===== config.mk =====
export PLATFORM = sky130hd
export DESIGN_NAME = cpu_control_unit
export DESIGN_NICKNAME = d
export VERILOG_FILES = /design/src/rtl/cpu_control_unit.sv
export SDC_FILE = /design/constraint.sdc
export NUM_CORES = 1
export LEC_CHECK = 0
export CORE_ASPECT_RATIO = 1.1
export CORE_UTILIZATION = 40
export DETAILED_ROUTE_END_ITERATION = 12
export GPL_TIMING_DRIVEN = 0
export PLACE_DENSITY = 0.86
export SYNTH_ARGS = -nofsm -noshare
export SYNTH_HDL_FRONTEND = slang
export SYNTH_SLANG_ARGS = --single-unit

===== constraint.sdc =====
create_clock -name CLK -period 7.2 [get_ports CLK]
set_clock_uncertainty 0.1 [all_clocks]
set_input_delay 2.16 -clock CLK [delete_from_list [all_inputs] [get_ports CLK]]
set_output_delay 2.16 -clock CLK [all_outputs]
set_load 0.01 [all_outputs]

===== src/rtl/cpu_control_unit.sv =====
// Multi-cycle sequencer for the cs147sec05 datapath.
// Steps FETCH/DECODE/EXE/MEM/WB and drives the 32-bit control word.
module cpu_control_unit #(
    parameter int         CTRL_WIDTH     = 32,
    parameter int         ALU_OP_WIDTH   = 6,
    parameter logic [2:0] PC_RESET_STATE = 3'd1
) (
    input  logic                  CLK,
    input  logic                  RST,
    input  logic [31:0]           INSTRUCTION,
    input  logic                  ZERO,
    output logic [CTRL_WIDTH-1:0] CTRL,
    output logic [2:0]            STATE,
    output logic                  ILLEGAL
);

    typedef enum logic [2:0] {
        S_FETCH  = 3'd1,
        S_DECODE = 3'd2,
        S_EXE    = 3'd3,
        S_MEM    = 3'd4,
        S_WB     = 3'd5
    } state_t;

    localparam int B_PC_LOAD = 0;
    localparam int B_PC_SEL1 = 1;
    localparam int B_PC_SEL2 = 2;
    localparam int B_PC_SEL3 = 3;
    localparam int B_REG_R   = 6;
    localparam int B_REG_W   = 7;
    localparam int B_R1_SEL1 = 8;
    localparam int B_SP_LOAD = 9;
    localparam int B_OP1_SP  = 10;
    localparam int B_OP2_SH  = 11;
    localparam int B_OP2_SX  = 12;
    localparam int B_OP2_S3  = 13;
    localparam int B_OP2_R2  = 14;
    localparam int B_ALU_LSB = 15;
    localparam int B_MA_SEL1 = 21;
    localparam int B_MEM_R   = 24;
    localparam int B_MEM_W   = 25;
    localparam int B_WD_SEL1 = 26;
    localparam int B_WD_SEL2 = 27;
    localparam int B_WD_SEL3 = 28;
    localparam int B_WA_SEL1 = 29;
    localparam int B_WA_SEL2 = 30;
    localparam int B_WA_SEL3 = 31;

    localparam logic [CTRL_WIDTH-1:0] CTRL_FETCH  = CTRL_WIDTH'(32'h0140_0000);
    localparam logic [CTRL_WIDTH-1:0] CTRL_DECODE = CTRL_WIDTH'(32'h0140_0050);

    localparam logic [ALU_OP_WIDTH-1:0] ALU_ADD = ALU_OP_WIDTH'(1);
    localparam logic [ALU_OP_WIDTH-1:0] ALU_SUB = ALU_OP_WIDTH'(2);
    localparam logic [ALU_OP_WIDTH-1:0] ALU_MUL = ALU_OP_WIDTH'(3);
    localparam logic [ALU_OP_WIDTH-1:0] ALU_SHR = ALU_OP_WIDTH'(4);
    localparam logic [ALU_OP_WIDTH-1:0] ALU_SHL = ALU_OP_WIDTH'(5);
    localparam logic [ALU_OP_WIDTH-1:0] ALU_AND = ALU_OP_WIDTH'(6);
    localparam logic [ALU_OP_WIDTH-1:0] ALU_OR  = ALU_OP_WIDTH'(7);
    localparam logic [ALU_OP_WIDTH-1:0] ALU_NOR = ALU_OP_WIDTH'(8);
    localparam logic [ALU_OP_WIDTH-1:0] ALU_SLT = ALU_OP_WIDTH'(9);

    localparam logic [5:0] OP_RTYPE = 6'h00;
    localparam logic [5:0] OP_ADDI  = 6'h08;
    localparam logic [5:0] OP_MULI  = 6'h1d;
    localparam logic [5:0] OP_ANDI  = 6'h0c;
    localparam logic [5:0] OP_ORI   = 6'h0d;
    localparam logic [5:0] OP_LUI   = 6'h0f;
    localparam logic [5:0] OP_SLTI  = 6'h0a;
    localparam logic [5:0] OP_BEQ   = 6'h04;
    localparam logic [5:0] OP_BNE   = 6'h05;
    localparam logic [5:0] OP_LW    = 6'h23;
    localparam logic [5:0] OP_SW    = 6'h2b;
    localparam logic [5:0] OP_JMP   = 6'h02;
    localparam logic [5:0] OP_JAL   = 6'h03;
    localparam logic [5:0] OP_PUSH  = 6'h1b;
    localparam logic [5:0] OP_POP   = 6'h1c;

    localparam logic [5:0] FN_ADD = 6'h20;
    localparam logic [5:0] FN_SUB = 6'h22;
    localparam logic [5:0] FN_MUL = 6'h2c;
    localparam logic [5:0] FN_AND = 6'h24;
    localparam logic [5:0] FN_OR  = 6'h25;
    localparam logic [5:0] FN_NOR = 6'h27;
    localparam logic [5:0] FN_SLT = 6'h2a;
    localparam logic [5:0] FN_SLL = 6'h01;
    localparam logic [5:0] FN_SRL = 6'h02;
    localparam logic [5:0] FN_JR  = 6'h08;

    state_t r_state;
    logic   r_flag;
    logic   r_illegal;

    logic [5:0] w_opcode;
    logic [5:0] w_funct;
    logic       w_unused;

    logic [ALU_OP_WIDTH-1:0] w_alu;
    logic w_legal;
    logic w_op1_sp;
    logic w_op2_sh;
    logic w_op2_sx;
    logic w_op2_s3;
    logic w_op2_r2;
    logic w_wr_rd;
    logic w_wr_rt;
    logic w_lui;
    logic w_lw;
    logic w_sw;
    logic w_push;
    logic w_pop;
    logic w_beq;
    logic w_bne;
    logic w_jump;
    logic w_jal;
    logic w_jr;
    logic w_taken;

    logic [CTRL_WIDTH-1:0] w_exe;
    logic [CTRL_WIDTH-1:0] w_mem;
    logic [CTRL_WIDTH-1:0] w_wb;

    assign w_opcode = INSTRUCTION[31:26];
    assign w_funct  = INSTRUCTION[5:0];
    assign w_unused = ^INSTRUCTION[25:6];

    assign STATE   = r_state;
    assign ILLEGAL = r_illegal;

    // Sequencer: fixed five-step walk, branch flag and illegal flag capture.
    always_ff @(posedge CLK) begin
        if (RST) begin
            r_state   <= state_t'(PC_RESET_STATE);
            r_flag    <= 1'b0;
            r_illegal <= 1'b0;
        end else begin
            case (r_state)
                S_FETCH: begin
                    r_state   <= S_DECODE;
                    r_illegal <= 1'b0;
                end
                S_DECODE: begin
                    r_state   <= S_EXE;
                    r_illegal <= ~w_legal;
                end
                S_EXE: begin
                    r_state <= S_MEM;
                    r_flag  <= ZERO;
                end
                S_MEM:   r_state <= S_WB;
                S_WB:    r_state <= S_FETCH;
                default: r_state <= S_FETCH;
            endcase
        end
    end

    // Instruction decode into operand, ALU and instruction-class flags.
    always_comb begin
        w_legal  = 1'b1;
        w_alu    = '0;
        w_op1_sp = 1'b0;
        w_op2_sh = 1'b0;
        w_op2_sx = 1'b0;
        w_op2_s3 = 1'b0;
        w_op2_r2 = 1'b0;
        w_wr_rd  = 1'b0;
        w_wr_rt  = 1'b0;
        w_lui    = 1'b0;
        w_lw     = 1'b0;
        w_sw     = 1'b0;
        w_push   = 1'b0;
        w_pop    = 1'b0;
        w_beq    = 1'b0;
        w_bne    = 1'b0;
        w_jump   = 1'b0;
        w_jal    = 1'b0;
        w_jr     = 1'b0;
        case (w_opcode)
            OP_RTYPE: begin
                w_wr_rd  = 1'b1;
                w_op2_r2 = 1'b1;
                case (w_funct)
                    FN_ADD: w_alu = ALU_ADD;
                    FN_SUB: w_alu = ALU_SUB;
                    FN_MUL: w_alu = ALU_MUL;
                    FN_AND: w_alu = ALU_AND;
                    FN_OR:  w_alu = ALU_OR;
                    FN_NOR: w_alu = ALU_NOR;
                    FN_SLT: w_alu = ALU_SLT;
                    FN_SLL: begin
                        w_alu    = ALU_SHL;
                        w_op2_r2 = 1'b0;
                        w_op2_sh = 1'b1;
                        w_op2_s3 = 1'b1;
                    end
                    FN_SRL: begin
                        w_alu    = ALU_SHR;
                        w_op2_r2 = 1'b0;
                        w_op2_sh = 1'b1;
                        w_op2_s3 = 1'b1;
                    end
                    FN_JR: begin
                        w_wr_rd  = 1'b0;
                        w_op2_r2 = 1'b0;
                        w_jr     = 1'b1;
                    end
                    default: begin
                        w_legal  = 1'b0;
                        w_wr_rd  = 1'b0;
                        w_op2_r2 = 1'b0;
                    end
                endcase
            end
            OP_ADDI: begin
                w_alu    = ALU_ADD;
                w_op2_sx = 1'b1;
                w_wr_rt  = 1'b1;
            end
            OP_MULI: begin
                w_alu    = ALU_MUL;
                w_op2_sx = 1'b1;
                w_wr_rt  = 1'b1;
            end
            OP_ANDI: begin
                w_alu   = ALU_AND;
                w_wr_rt = 1'b1;
            end
            OP_ORI: begin
                w_alu   = ALU_OR;
                w_wr_rt = 1'b1;
            end
            OP_LUI: w_lui = 1'b1;
            OP_SLTI: begin
                w_alu    = ALU_SLT;
                w_op2_sx = 1'b1;
                w_wr_rt  = 1'b1;
            end
            OP_BEQ: begin
                w_alu    = ALU_SUB;
                w_op2_r2 = 1'b1;
                w_beq    = 1'b1;
            end
            OP_BNE: begin
                w_alu    = ALU_SUB;
                w_op2_r2 = 1'b1;
                w_bne    = 1'b1;
            end
            OP_LW: begin
                w_alu    = ALU_ADD;
                w_op2_sx = 1'b1;
                w_lw     = 1'b1;
            end
            OP_SW: begin
                w_alu    = ALU_ADD;
                w_op2_sx = 1'b1;
                w_sw     = 1'b1;
            end
            OP_JMP: w_jump = 1'b1;
            OP_JAL: begin
                w_jump = 1'b1;
                w_jal  = 1'b1;
            end
            OP_PUSH: begin
                w_alu    = ALU_SUB;
                w_op1_sp = 1'b1;
                w_op2_s3 = 1'b1;
                w_push   = 1'b1;
            end
            OP_POP: begin
                w_alu    = ALU_ADD;
                w_op1_sp = 1'b1;
                w_op2_s3 = 1'b1;
                w_pop    = 1'b1;
            end
            default: w_legal = 1'b0;
        endcase
    end

    assign w_taken = (w_beq & r_flag) | (w_bne & ~r_flag);

    // EXE fields; these stay asserted through MEM and WB.
    always_comb begin
        w_exe = '0;
        w_exe[B_REG_R]  = 1'b1;
        w_exe[B_OP1_SP] = w_op1_sp;
        w_exe[B_OP2_SH] = w_op2_sh;
        w_exe[B_OP2_SX] = w_op2_sx;
        w_exe[B_OP2_S3] = w_op2_s3;
        w_exe[B_OP2_R2] = w_op2_r2;
        w_exe[B_ALU_LSB +: ALU_OP_WIDTH] = w_alu;
    end

    // MEM adds the memory strobes; push stores R0 at the current SP.
    always_comb begin
        w_mem = w_exe;
        w_mem[B_MEM_R]   = w_lw | w_pop;
        w_mem[B_MEM_W]   = w_sw | w_push;
        w_mem[B_MA_SEL1] = w_push;
        w_mem[B_R1_SEL1] = w_push;
    end

    // WB selects next PC and the register/SP write-back path.
    always_comb begin
        w_wb = w_exe;
        w_wb[B_PC_LOAD] = 1'b1;
        w_wb[B_PC_SEL1] = ~w_jr;
        w_wb[B_PC_SEL2] = w_taken;
        w_wb[B_PC_SEL3] = ~w_jump;
        w_wb[B_REG_W]   = w_wr_rd | w_wr_rt | w_lui | w_lw | w_pop | w_jal;
        w_wb[B_SP_LOAD] = w_push | w_pop;
        w_wb[B_WD_SEL1] = w_lw | w_pop;
        w_wb[B_WD_SEL2] = w_lui;
        w_wb[B_WD_SEL3] = w_wr_rd | w_wr_rt | w_lui | w_lw | w_pop;
        w_wb[B_WA_SEL1] = w_wr_rd;
        w_wb[B_WA_SEL2] = w_jal;
        w_wb[B_WA_SEL3] = w_wr_rd | w_wr_rt | w_lui | w_lw;
    end

    // Output mux by state; reset forces an all-zero word immediately.
    always_comb begin
        CTRL = '0;
        if (!RST) begin
            case (r_state)
                S_FETCH:  CTRL = CTRL_FETCH;
                S_DECODE: CTRL = CTRL_DECODE;
                S_EXE:    CTRL = w_exe;
                S_MEM:    CTRL = w_mem;
                S_WB:     CTRL = w_wb;
                default:  CTRL = '0;
            endcase
        end
    end

endmodule

==> results.py <==
metrics = {
    "outcome": {
        "status": "finished, final reports clean",
    },
    "layout": {
        "finalNetCount": 261,
        "fin_area_um2": 1670,
        "seqCellArea_um2": 100,
        "multiInputGateArea_um2": 890,
        "layout_commonest_cell": "clkdlybuf4s50_1",
        "drive_gt1_frac": 0.133,
        "fin_util": 0.643,
        "syn2layout_area_growth_pct": 46.4,
        "diodes": 0,
        "nFillCells": 242,
        "layout_common_cells": "clkdlybuf4s50_1 (45), nor2_1 (20), a21oi_1 (16)",
    },
    "hold_path": {
        "hold_class": "flop to flop",
    },
    "floorplan": {
        "start_util": 0.439,
        "die_h_um": 57.9,
        "io_pins": 71,
        "dieArea_um2": 3060,
        "rows": 19,
        "die_x_um": 52.8,
        "core_area_um2": 2590,
    },
    "synth": {
        "synthFlopType": "dfxtp_1",
        "synth_cell_types": 57,
        "synthArstFlopShare": 0,
        "ys_seq_area_frac": 0.0880,
        "synth_edf_count": 0,
        "yosysWarnings": 0,
        "ys_ff_latch": 5,
        "syn_area_um2": 1140,
        "avgSynthCellArea_um2": 6.57,
        "syn_inst": 173,
    },
    "clocking": {
        "ctsHtreeMaxLevel": 1,
        "clk_pin_slew_ns": 0.05,
        "cts_buffers": 3,
        "cts_num_sinks": 5,
        "cts_root_buf": "clkbuf_4",
        "holdBufCountCts": 0,
        "clk_latency_ns": 0.25,
        "post_cts_buffers": 0,
        "clock_path_buffers": 2,
        "cts_resized": 0,
        "tritoncts": "yes",
    },
    "power": {
        "leakagePower_nw": 0.602,
        "powerDensity_nw_per_um2": 98.7,
        "peakVddDrop_v": 0.000163,
        "total_power_w": 0.000164,
    },
    "global_route": {
        "grt_pass1_vias": 1254,
        "globalRoute.totalOverflow": 0,
        "grt_pass1_wl_mm": 5.47,
        "track_usage": 0.232,
        "antenna_found_initial": 0,
        "grt_max_degree": 11,
    },
    "placed_design": {
        "place_hpwl_mm": 2.56,
        "gp_congestion": 0.912,
        "io_buffers": 45,
        "place_area_um2": 1640,
    },
    "setup_path": {
        "critPathRequiredTime_ns": 4.94,
        "path_buf_inv": 3,
        "slowest_delay_ns": 0.50,
        "crit_path_end_kind": "output port",
        "criticalPathCategory": "input port to output port",
        "critPathMostFrequentCell": "clkdlybuf4s50_1",
        "crit_family": "buffers and inverters",
        "path_cells": "clkdlybuf4s50_1 > buf_2 > nand2b_1 > a21oi_1 > o22ai_1 > a221oi_1 > a31oi_1 > clkdlybuf4s50_1",
        "critPathLaunchType": "input port",
        "crit_arrival_ns": 4.42,
        "crit_fanout": 10,
        "worst_path_max_delay_cell": "clkdlybuf4s50_1",
    },
    "timing": {
        "fmax_ghz": 0.150,
        "finalMaxSlewViolations": 0,
        "finalHoldViolations": 0,
        "finalSetupTns_ns": 0,
        "rsz0062_at_grt": "no",
        "finalCritPeriodShare": 0.928,
        "min_period_ns": 6.68,
        "setup_viol": 0,
    },
    "drt": {
        "dr.pass1.iters": 4,
        "via_per_inst": 5.85,
        "drt-total-wl_mm": 3.38,
        "vias": 1498,
        "ant_nets": 0,
        "drc": 0,
        "routedWlPerCell_um": 13.2,
        "first_iter_violations": 40,
    },
    "flow_run": {
        "cap_violations": 0,
    },
}
-- kinds of logic after synthesis --
| kind of cell | synth area share |
|---|---|
| AO/OA/AOI/OAI | 0.301 |
| XOR/XNOR | 0.0385 |
| buffers and inverters | 0.140 |
| flip-flops | 0.0880 |
| multiplexers | 0.00880 |
| other | 0.00330 |
| AND/OR/NAND/NOR | 0.420 |
-- state kept, by name, summed over array words and instances, names as in the netlist --
name and count:
ILLEGAL 1, STATE 3, r_flag 1
-- metrics by stage --
stage,worst slack (ns),cells,hold WS (ns)
2_1_floorplan,1.49,176,0.361
3_3_place_gp,0.562,252,0.350
3_5_place_dp,0.548,252,0.361
4_1_cts,0.551,256,0.372
5_1_grt,0.333,256,0.403
6_report,0.521,256,0.369
-- final cells by class --
type | instances | share of cell area
plain buffers | 22 | 0.0864
well taps | 31 | 0.0233
flip-flops and latches | 5 | 0.0601
inverters | 4 | 0.00902
clock buffers | 3 | 0.0135
repair buffers | 45 | 0.270
multi-input cells | 145 | 0.534
clock inverters | 1 | 0.00301
-- worst paths after layout --
kind	startpoint	end	slack (ns)	depth (start not counted)
max	INSTRUCTION[3]	CTRL[7]	0.52	8
min	STATE[0]	STATE[0]	0.37	1
max reg2reg	STATE[2]	ILLEGAL	5.48	4
min reg2reg	STATE[0]	STATE[0]	0.37	1
-- routing by layer --
| layer | wire [µm] | up-vias | GRT usage | part of all wire |
|---|---|---|---|---|
| li1 | - | 739 | - | - |
| met2 | 1600 | 74 | 0.387 | 0.47 |
| met5 | 0 | - | 0 | 0 |
| met1 | 1500 | 676 | 0.311 | 0.44 |
| met3 | 243 | 9 | 0.0289 | 0.072 |
| met4 | 38 | 0 | 0.0639 | 0.011 |
-- worst reg2reg max path: stages (launching register included) --
cell and delay (ns):
dfxtp_1 0.31, clkbuf_2 0.16, or3b_2 0.50, a2111o_1 0.31, a221oi_2 0.26
-- power by group --
part,internal (W),switching [W]
logic,0.0000457,0.0000472
registers,0.0000315,0.00000440
clock network,0.0000203,0.0000152
-- synthesized netlist by cell type (2+ instances only) --
cell	instances	share of area
buf_4	7	0.046
nor3_1	13	0.057
nand4_1	2	0.011
o22ai_1	3	0.017
nor2b_1	6	0.033
o21ai_0	8	0.035
buf_2	5	0.022
clkbuf_2	2	0.0088
nand3_1	4	0.018
or2_2	2	0.011
buf_1	2	0.0066
nor4_1	6	0.033
nor2_1	20	0.066
buf_6	2	0.020
nand2b_1	4	0.022
a21oi_1	16	0.070
o21bai_1	3	0.020
a31oi_1	4	0.022
dfxtp_1	5	0.088
and3_1	2	0.011
xnor2_1	3	0.023
a21o_1	2	0.013
inv_1	4	0.013
xor2_1	2	0.015
nand3b_1	3	0.020
or3_1	2	0.011
clkbuf_1	3	0.0099
nand2_1	8	0.026
and3b_1	2	0.015
Power figures use the tool's default switching activity.
